[config.mk]
export PLATFORM = sky130hd
export DESIGN_NAME = bullet_renderer
export DESIGN_NICKNAME = d
export VERILOG_FILES = /design/src/rtl/gfx_pkg.sv /design/src/rtl/rect_scanner.sv /design/src/rtl/bullet_renderer.sv
export SDC_FILE = /design/constraint.sdc
export NUM_CORES = 1
export LEC_CHECK = 0
export CAP_MARGIN = 20
export CORE_ASPECT_RATIO = 0.75
export CORE_MARGIN = 5
export CORE_UTILIZATION = 25
export CTS_CLUSTER_DIAMETER = 150
export DETAILED_ROUTE_END_ITERATION = 12
export SLEW_MARGIN = 40
export SYNTH_ARGS = -nofsm -noshare
export SYNTH_HDL_FRONTEND = slang
export SYNTH_SLANG_ARGS = --single-unit
[constraint.sdc]
create_clock -name clk -period 8.4 [get_ports clk]
set_clock_uncertainty 0.1 [all_clocks]
set_input_delay 0.84 -clock clk [delete_from_list [all_inputs] [get_ports clk]]
set_output_delay 0.84 -clock clk [all_outputs]
set_load 0.01 [all_outputs]
[src/rtl/gfx_pkg.sv]
// rtl/gfx_pkg.sv - shared frame-buffer geometry, colours and renderer state encoding
package gfx_pkg;

  localparam int SCREEN_W = 160;
  localparam int SCREEN_H = 120;

  localparam logic [2:0] COLOUR_BG     = 3'b000;
  localparam logic [2:0] COLOUR_BULLET = 3'b110;

  typedef enum logic [2:0] {
    RS_IDLE,
    RS_REQ,
    RS_ERASE,
    RS_DRAW,
    RS_FIN
  } render_state_e;

endpackage

[src/rtl/rect_scanner.sv]
// rtl/rect_scanner.sv - row-major (dx fastest) offset counter over a W x H rectangle
module rect_scanner #(
  parameter int W = 2,
  parameter int H = 4
) (
  input  logic       clk,
  input  logic       resetn,
  input  logic       clear,
  input  logic       step,
  output logic [2:0] dx,
  output logic [2:0] dy,
  output logic       last
);

  logic [2:0] dx_q, dy_q;
  logic       row_end;

  assign row_end = (dx_q == 3'(W - 1));
  assign last    = row_end && (dy_q == 3'(H - 1));
  assign dx      = dx_q;
  assign dy      = dy_q;

  always_ff @(posedge clk or negedge resetn) begin
    if (!resetn) begin
      dx_q <= '0;
      dy_q <= '0;
    end else if (clear) begin
      dx_q <= '0;
      dy_q <= '0;
    end else if (step) begin
      if (row_end) begin
        dx_q <= '0;
        dy_q <= last ? 3'd0 : dy_q + 3'd1;
      end else begin
        dx_q <= dx_q + 3'd1;
      end
    end
  end

endmodule

[src/rtl/bullet_renderer.sv]
// rtl/bullet_renderer.sv - erases last frame's bullet and draws the new one, one pixel per granted cycle
module bullet_renderer
  import gfx_pkg::*;
#(
  parameter int         SPRITE_W      = 2,
  parameter int         SPRITE_H      = 4,
  parameter logic [2:0] BULLET_COLOUR = COLOUR_BULLET,
  parameter logic [2:0] BG_COLOUR     = COLOUR_BG
) (
  input  logic       clk,
  input  logic       resetn,
  input  logic       frame_tick,
  input  logic [7:0] bullet_x,
  input  logic [6:0] bullet_y,
  input  logic       bullet_active,
  input  logic       gnt,
  output logic       req,
  output logic [7:0] vga_x,
  output logic [6:0] vga_y,
  output logic [2:0] vga_colour,
  output logic       vga_plot,
  output logic       busy,
  output logic       done,
  output logic       overrun
);

  render_state_e state_q, state_d, first_phase, cur_phase;

  logic [7:0] new_x_q, old_x_q, base_x;
  logic [6:0] new_y_q, old_y_q, base_y;
  logic       new_act_q, have_old_q;
  logic       req_q, busy_q, done_q, plot_q, overrun_q;
  logic [7:0] vga_x_q;
  logic [6:0] vga_y_q;
  logic [2:0] vga_colour_q;

  logic [2:0] dx, dy;
  logic       last, scan_clear, scan_step;
  logic [8:0] pix_x;
  logic [7:0] pix_y;
  logic       in_bounds, issue, tick_ok;

  rect_scanner #(.W(SPRITE_W), .H(SPRITE_H)) u_scan (
    .clk    (clk),
    .resetn (resetn),
    .clear  (scan_clear),
    .step   (scan_step),
    .dx     (dx),
    .dy     (dy),
    .last   (last)
  );

  // The granted REQ cycle already issues the first pixel of the first rectangle,
  // so the registered pixel appears in the cycle after the grant.
  always_comb begin
    first_phase = have_old_q ? RS_ERASE : (new_act_q ? RS_DRAW : RS_FIN);
    cur_phase   = (state_q == RS_REQ) ? first_phase : state_q;
    base_x      = (cur_phase == RS_ERASE) ? old_x_q : new_x_q;
    base_y      = (cur_phase == RS_ERASE) ? old_y_q : new_y_q;
    pix_x       = {1'b0, base_x} + {6'd0, dx};
    pix_y       = {1'b0, base_y} + {5'd0, dy};
    in_bounds   = (pix_x < 9'(SCREEN_W)) && (pix_y < 8'(SCREEN_H));
    issue       = gnt && ((cur_phase == RS_ERASE) || (cur_phase == RS_DRAW));
    tick_ok     = frame_tick && (state_q == RS_IDLE) && !done_q;
  end

  always_comb begin
    state_d    = state_q;
    scan_clear = 1'b0;
    scan_step  = 1'b0;
    case (state_q)
      RS_IDLE: begin
        if (tick_ok) begin
          state_d    = RS_REQ;
          scan_clear = 1'b1;
        end
      end
      RS_REQ, RS_ERASE, RS_DRAW: begin
        if (gnt) begin
          if (cur_phase == RS_FIN) begin
            state_d = RS_FIN;
          end else if (last) begin
            scan_clear = 1'b1;
            state_d    = ((cur_phase == RS_ERASE) && new_act_q) ? RS_DRAW : RS_FIN;
          end else begin
            scan_step = 1'b1;
            state_d   = cur_phase;
          end
        end
      end
      RS_FIN:  state_d = RS_IDLE;
      default: state_d = RS_IDLE;
    endcase
  end

  always_ff @(posedge clk or negedge resetn) begin
    if (!resetn) begin
      state_q      <= RS_IDLE;
      new_x_q      <= '0;
      new_y_q      <= '0;
      new_act_q    <= 1'b0;
      old_x_q      <= '0;
      old_y_q      <= '0;
      have_old_q   <= 1'b0;
      req_q        <= 1'b0;
      busy_q       <= 1'b0;
      done_q       <= 1'b0;
      plot_q       <= 1'b0;
      overrun_q    <= 1'b0;
      vga_x_q      <= '0;
      vga_y_q      <= '0;
      vga_colour_q <= '0;
    end else begin
      state_q   <= state_d;
      req_q     <= (state_d != RS_IDLE);
      busy_q    <= (state_d != RS_IDLE);
      done_q    <= (state_q == RS_FIN);
      plot_q    <= issue && in_bounds;
      overrun_q <= overrun_q || (frame_tick && !tick_ok);
      if (tick_ok) begin
        new_x_q   <= bullet_x;
        new_y_q   <= bullet_y;
        new_act_q <= bullet_active;
      end
      if (state_q == RS_FIN) begin
        old_x_q    <= new_x_q;
        old_y_q    <= new_y_q;
        have_old_q <= new_act_q;
      end
      if (issue) begin
        vga_x_q      <= pix_x[7:0];
        vga_y_q      <= pix_y[6:0];
        vga_colour_q <= (cur_phase == RS_ERASE) ? BG_COLOUR : BULLET_COLOUR;
      end
    end
  end

  assign req        = req_q;
  assign busy       = busy_q;
  assign done       = done_q;
  assign vga_plot   = plot_q;
  assign overrun    = overrun_q;
  assign vga_x      = vga_x_q;
  assign vga_y      = vga_y_q;
  assign vga_colour = vga_colour_q;

endmodule

== Word-level counts from Yosys, hierarchy flattened ==
Index checks and enable logic that the tools add are counted.

* Bits in registers: 63
* Input bits: 20
* Output and inout port bits: 23
* Logic and storage cells: 77

* Add/sub/neg operators: 4
* $lt $le $gt $ge: 2
* Eq/ne operators: 9
* Mux-type cells: 28
* Reductions and logical operators: 18

{| class="wikitable"
|+ Operator list
! operator !! number
|-
| two-way mux 3 bit || 16
|-
| == test 3 x 2 -> 1 bit (second input constant) || 5
|-
| adder 8 x 3 -> 9 bit || 1
|-
| less-than comparator 9 x 8 -> 1 bit (second input constant) || 1
|-
| adder 7 x 3 -> 8 bit || 1
|-
| logical AND 1 bit || 8
|-
| less-than comparator 8 x 7 -> 1 bit (second input constant) || 1
|-
| two-way mux 1 bit || 8
|-
| two-way mux 8 bit || 1
|-
| two-way mux 7 bit || 1
|-
| adder 3 x 1 -> 3 bit (second input constant) || 2
|-
| == test 3 x 1 -> 1 bit (second input constant) || 2
|-
| == test 3 bit (second input constant) || 2
|-
| case mux 3 bit (2 select lines) || 1
|-
| nonzero test 2 bit || 2
|-
| zero test 3 bit || 1
|-
| nonzero test 3 bit || 1
|-
| OR reduction 3 bit || 1
|-
| zero test 1 bit || 2
|-
| logical OR 1 bit || 2
|-
| case mux 1 bit (2 select lines) || 1
|-
| AND reduction 2 bit || 1
|}

== Depth between registers and ports, before layout ==
* Depth in word-level cells: 11
* Gate-level depth with buffers: 14
* Mapped depth without buffers: 11

== Hierarchy ==
From an unflattened synthesis, not the netlist that was laid out.

* Cells, all modules: 326
* Area, all modules: 3279.4 um^2

{| class="wikitable"
|+ By module, submodules not included
! module !! times used !! cells an instance !! area each (um^2) !! seq. area each (um^2)
|-
| bullet_renderer || 1 || 297 || 2977.9 || 1376.3
|-
| rect_scanner || 1 || 29 || 301.5 || 150.1
|}

== Worst setup path after synthesis ==
OpenSTA, ideal clock, no wires.

* Path kind: reg2reg
* Start: register state_q[1]
* End: register plot_q (netlist: vga_plot)
* Library setup time: 0.126 ns
* Data arrival time: 2.873 ns
* Required time: 8.174 ns
* Path slack: 5.301 ns
* Cell stages (with the launch flop): 15
* Path buffers: 3
* Period minus slack after synthesis: 3.099 ns
* Cells stage by stage: dfrtp_1 buf_6 nand3b_4 a21oi_4 buf_6 buf_6 mux2_2 ha_1 fa_1 a21o_1 nand2_1 xor2_1 mux2i_1 nand2_1 o311a_1

* Cells in the longest elaborated chain, start to end: 8
* Elaborated cells on any way between the ends: 14
* Classes of those cells: add/sub (2); order compare (2); eq/ne (3); mux (3); reduce/logical (4)

{| class="wikitable"
|+ Ends and longest elaborated chain
! item !! line !! RTL
|-
| from (decl) || bullet_renderer.sv:27 || <nowiki>render_state_e state_q, state_d, first_phase, cur_phase;</nowiki>
|-
| from (signal assigned) || bullet_renderer.sv:114 || <nowiki>state_q <= state_d;</nowiki>
|-
| == test 3 x 1 -> 1 bit || bullet_renderer.sv:57 || <nowiki>cur_phase = (state_q == RS_REQ) ? first_phase : state_q;</nowiki>
|-
| two-way mux 3 bit (*) || bullet_renderer.sv:57 ||
|-
| == test 3 x 2 -> 1 bit || bullet_renderer.sv:58, bullet_renderer.sv:59, bullet_renderer.sv:63 ||
|-
| two-way mux 8 bit / two-way mux 7 bit (equally long branches) || bullet_renderer.sv:58, bullet_renderer.sv:59 ||
|-
| adder 8 x 3 -> 9 bit / adder 7 x 3 -> 8 bit (equally long branches) || bullet_renderer.sv:60, bullet_renderer.sv:61 ||
|-
| less-than comparator 9 x 8 -> 1 bit / less-than comparator 8 x 7 -> 1 bit (equally long branches) || bullet_renderer.sv:62 || <nowiki>in_bounds = (pix_x < 9'(SCREEN_W)) && (pix_y < 8'(SCREEN_H));</nowiki>
|-
| logical AND 1 bit || bullet_renderer.sv:62 ||
|-
| logical AND 1 bit (*) || bullet_renderer.sv:118 || <nowiki>plot_q <= issue && in_bounds;</nowiki>
|-
| to (signal assigned) || bullet_renderer.sv:118 ||
|-
| to (decl) || bullet_renderer.sv:32 || <nowiki>logic req_q, busy_q, done_q, plot_q, overrun_q;</nowiki>
|}

Mark *: on every way between the ends. The rest lies on a longest branch, timed or not.
A chain may end at the register's enable or synchronous reset.

== Final worst setup path ==
* Start: register state_q[0]
* End: register plot_q (netlist: vga_plot)

The elaborated chain is that of the path after synthesis.

==> metrics.md <==
| Metric | Value |
|---|---|
| Status | completed |
| Final Cell Area | 4010 um2 |
| GRT Total Usage | 10.3% |
| Worst R2R End | vga_plot |
| Wire length of the first global-routing pass | 12.4 mm |
| Die Span X | 140 um |
| Max Slew Vio Count | 0 |
| Final hold vios | 0 |
| Leak pwr | 0.00181 uW |
| Synth Area in Compound Gates | 9.20% |
| Setup ws final | 4.78 ns |
| Synth top area share | 48.0% |
| Clock sink total | 61 |
| I/O pins | 43 |
| Pint | 922 uW |
| Sequential fraction of design power | 37.3% |
| Clk pin slew, worst setup/hold paths | 0.05 ns |
| Final GP Congestion | 0.861 |
| Synth Area in Adders | 4.40% |
| Die height | 108 um |
| Critical Path RT | 8.57 ns |
| Number of flops mapped to enable cells by yosys | 0 |
| WHS Endpoint | overrun |
| Post-CTS sizing | 0 |
| CTS Buf Count | 9 |
| RSZ-0062 raised after global routing | false |
| GR Overflow Total | 0 |
| Setup WS pre-CTS | 4.79 ns |
| Post-Syn Nets | 351 |
| Worst Tran Pin Value | 0.720 ns |
| Flop2flop setup slack | 4.78 ns |
| Total number of yosys warnings | 0 |
| 1st-iter DRT viols | 239 |
| Min cycle time layout | 3.62 ns |
| Via count | 2,330 |
| Core area | 12,400 um2 |
| Synth Area in Simple Gates | 18.2% |
| Post-Syn Area per Cell | 9.91 um2 |
| Final period utilization | 43.0% |
| Post-layout nets | 388 |
| Mux share of post-synthesis cell area | 11.0% |
| Via density | 4.41 |
| WHS | 0.356 ns |
| Port bufs | 41 |
| Setup CP Type | flip-flop to flip-flop |
| CP Max Fanout | 22 |
| Cell taking the most area after synthesis | dfrtp_1 |
| Post-DR wirelength/cell | 13.8 um |
| Synth-to-Final Area Change | 26.0% |
| Synth unique cells | 43 |
| Floorplan row count | 35 |
| Hold path startpoint | overrun |
| CTS Hold Bufs | 0 |
| Initial antenna violation count | 0 |
| Max_slew headroom | 51.9% |
| Post-synthesis sequential area ratio | 48.0% |
| Async SR Flop Fraction | 100% |
| Xor/xnor share of the synthesized area | 5.23% |
| Synthesized area | 3180 um2 |
| Clock network power share | 24.9% |
| Hold WC Path Type | flip-flop to flip-flop |
| Htree depth | 3 |
| FF/Latch Area | 1530 um2 |
| Post-Route WL | 7.27 mm |
| Overall power | 1440 uW |
| Starting density of the core | 25.7% |
| Main combinational cell family by area after synthesis | simple AND/OR/NAND/NOR gates |
| Worst setup EP type | flip-flop |
| Highest clock rate | 0.277 GHz |
| Area occupied by multi-input gates | 1540 um2 |
| Clock tree root driver cell | clkbuf_16 |
| Arrival @ worst endpoint | 3.78 ns |
| Die ar. | 15,100 um2 |
| Reg2reg start | state_q[0] |
| Pwr/cell area | 359 nW/um2 |
| Max cap viols | 0 |
| Final setup viols | 0 |
| Pin count of the biggest net entering global routing | 62 |
| Sw Ratio | 35.9% |
| Longest Clk Path Bufs | 2 |
| Number of global-route vias before repair | 2,381 |
| CP Launch Type | flip-flop |
| Total negative slack | 0 ns |
| Hpwl dp | 5.12 mm |
| Share of cells above drive strength 1 | 13.8% |
| DR pass1 iterations | 7 |
| # DRC | 0 |
| Flops & latches, synth | 61 |
| Fill cell count | 1,261 |
| Post-DP Area | 3700 um2 |
| Hold path cells | 1 |
| Final ANT Viol Nets | 0 |
| Switch Pwr | 517 uW |
| R2R depth | 11 |
| Area contributors post-synth | dfrtp_1 (48%), nand2_1 (11%), mux2_2 (8.8%) |
| Top FF cell, synth | dfrtp_1 |
| Gate power share | 37.8% |
| Clk_lat worst skew | 0.33 ns |
| Postcts setup bufs | 0 |
| CTS tree | yes |
| Post-Synthesis Cells | 321 |
| Diodes inserted | 0 |
| Peak supply drop | 0.116 mV |
worst max-delay path by stage:
stage,startpoint,to,slack [ns],depth (start not counted)
after floorplan,state_q[1],vga_plot,5.30,14
after global placement,state_q[0],vga_plot,4.96,11
after detailed placement,state_q[0],vga_plot,4.79,11
after CTS,state_q[0],vga_plot,4.80,11
after global routing,state_q[0],vga_plot,4.54,11
final,state_q[0],vga_plot,4.78,11
power groups by stage:
stage / Sequential, uW / Combinational (uW) / Clock [uW]
finish: 537 / 544 / 358
global route: 560 / 610 / 380
CTS: 537 / 550 / 368
detailed placement: 540 / 547 / 0
global placement: 535 / 533 / 0
floorplan: 504 / 399 / 0
layout by cell type (no fill, tap or decap), drive strengths merged:
cell type      instances
nand2                 93
dfrtp                 61
clkdlybuf4s50         40
mux2                  25
o21ai                 15
clkbuf                15
nor2                  14
a21oi                 14
xor2                  10
xnor2                  9
ha                     8
mux2i                  7
nand3                  6
a21o                   5
nand4                  4
inv                    3
o21a                   3
buf                    3
a22oi                  2
nor3                   2
fa                     2
and2                   2
and3                   2
nand2b                 1
nand3b                 1
nand4b                 1
nor4                   1
nor2b                  1
and4b                  1
o22ai                  1
a31oi                  1
a311oi                 1
a22o                   1
nand4bb                1
a211oi                 1
o311a                  1
and4                   1
nor3b                  1
a31o                   1
conb                   1
cells in the mapped netlist (all sizes together), types with 6 or more instances:
cell type / instances
nand2: 93
xnor2: 9
dfrtp: 61
clkbuf: 6
buf: 11
xor2: 10
ha: 8
mux2i: 7
a21oi: 14
o21ai: 15
mux2: 25
nand3: 6
nor2: 14
kinds of logic (layout without fill, tap and decap cells):
family | after synthesis | in the layout
xor gates and xnor gates | 19 | 19
other | 1 | 1
AOI/OAI and AO/OA | 46 | 46
DFF | 61 | 61
buffers and inverters | 20 | 61
and+or+nand+nor | 132 | 132
muxes | 32 | 32
adders and majority gates | 10 | 10
final cells by class:
cell class	count	share of cell area [%]
Multi-Input combinational cell	240	38.5
Sequential cell	61	38.1
Timing Repair Buffer	43	10.6
Clock buffer	15	7.43
Tap cell	166	5.18
Inverter	3	0.281
sequential cells by signal (all words and copies together), names as in the netlist:
signal	count
state_q	3
new_act_q	1
have_old_q	1
u_scan.dx	3
vga_plot	1
overrun	1
old_x_q	8
vga_x	8
u_scan.dy	3
vga_colour	1
done	1
new_y_q	7
old_y_q	7
vga_y	7
new_x_q	8
busy	1
routing by layer:
metal	share of wire [%]	vias to the layer above	global-route usage [%]	wire (um)
li1	-	1155	-	-
met1	50	1111	14.1	3650
met2	43	58	15.5	3140
met3	5.9	6	3.95	432
met4	0.62	0	2.28	45
met5	0	-	0	0
critical path, stage by stage (launching register included):
cell and delay [ns]:
dfrtp_1 0.49, nand2b_1 0.23, a21oi_4 0.61, mux2_2 0.41, ha_1 0.21, fa_1 0.41
a21o_1 0.24, nand4_1 0.13, xor2_1 0.16, mux2i_1 0.10, o21ai_0 0.27, o311a_1 0.19
stage by stage:
step | util [%] | instances
detailed placement | 29.9 | 513
global route | 32.3 | 528
CTS | 32.3 | 528
finish | 32.3 | 528
global placement | 29.9 | 513
floorplan | - | 321
Power figures use the tool's default switching activity.
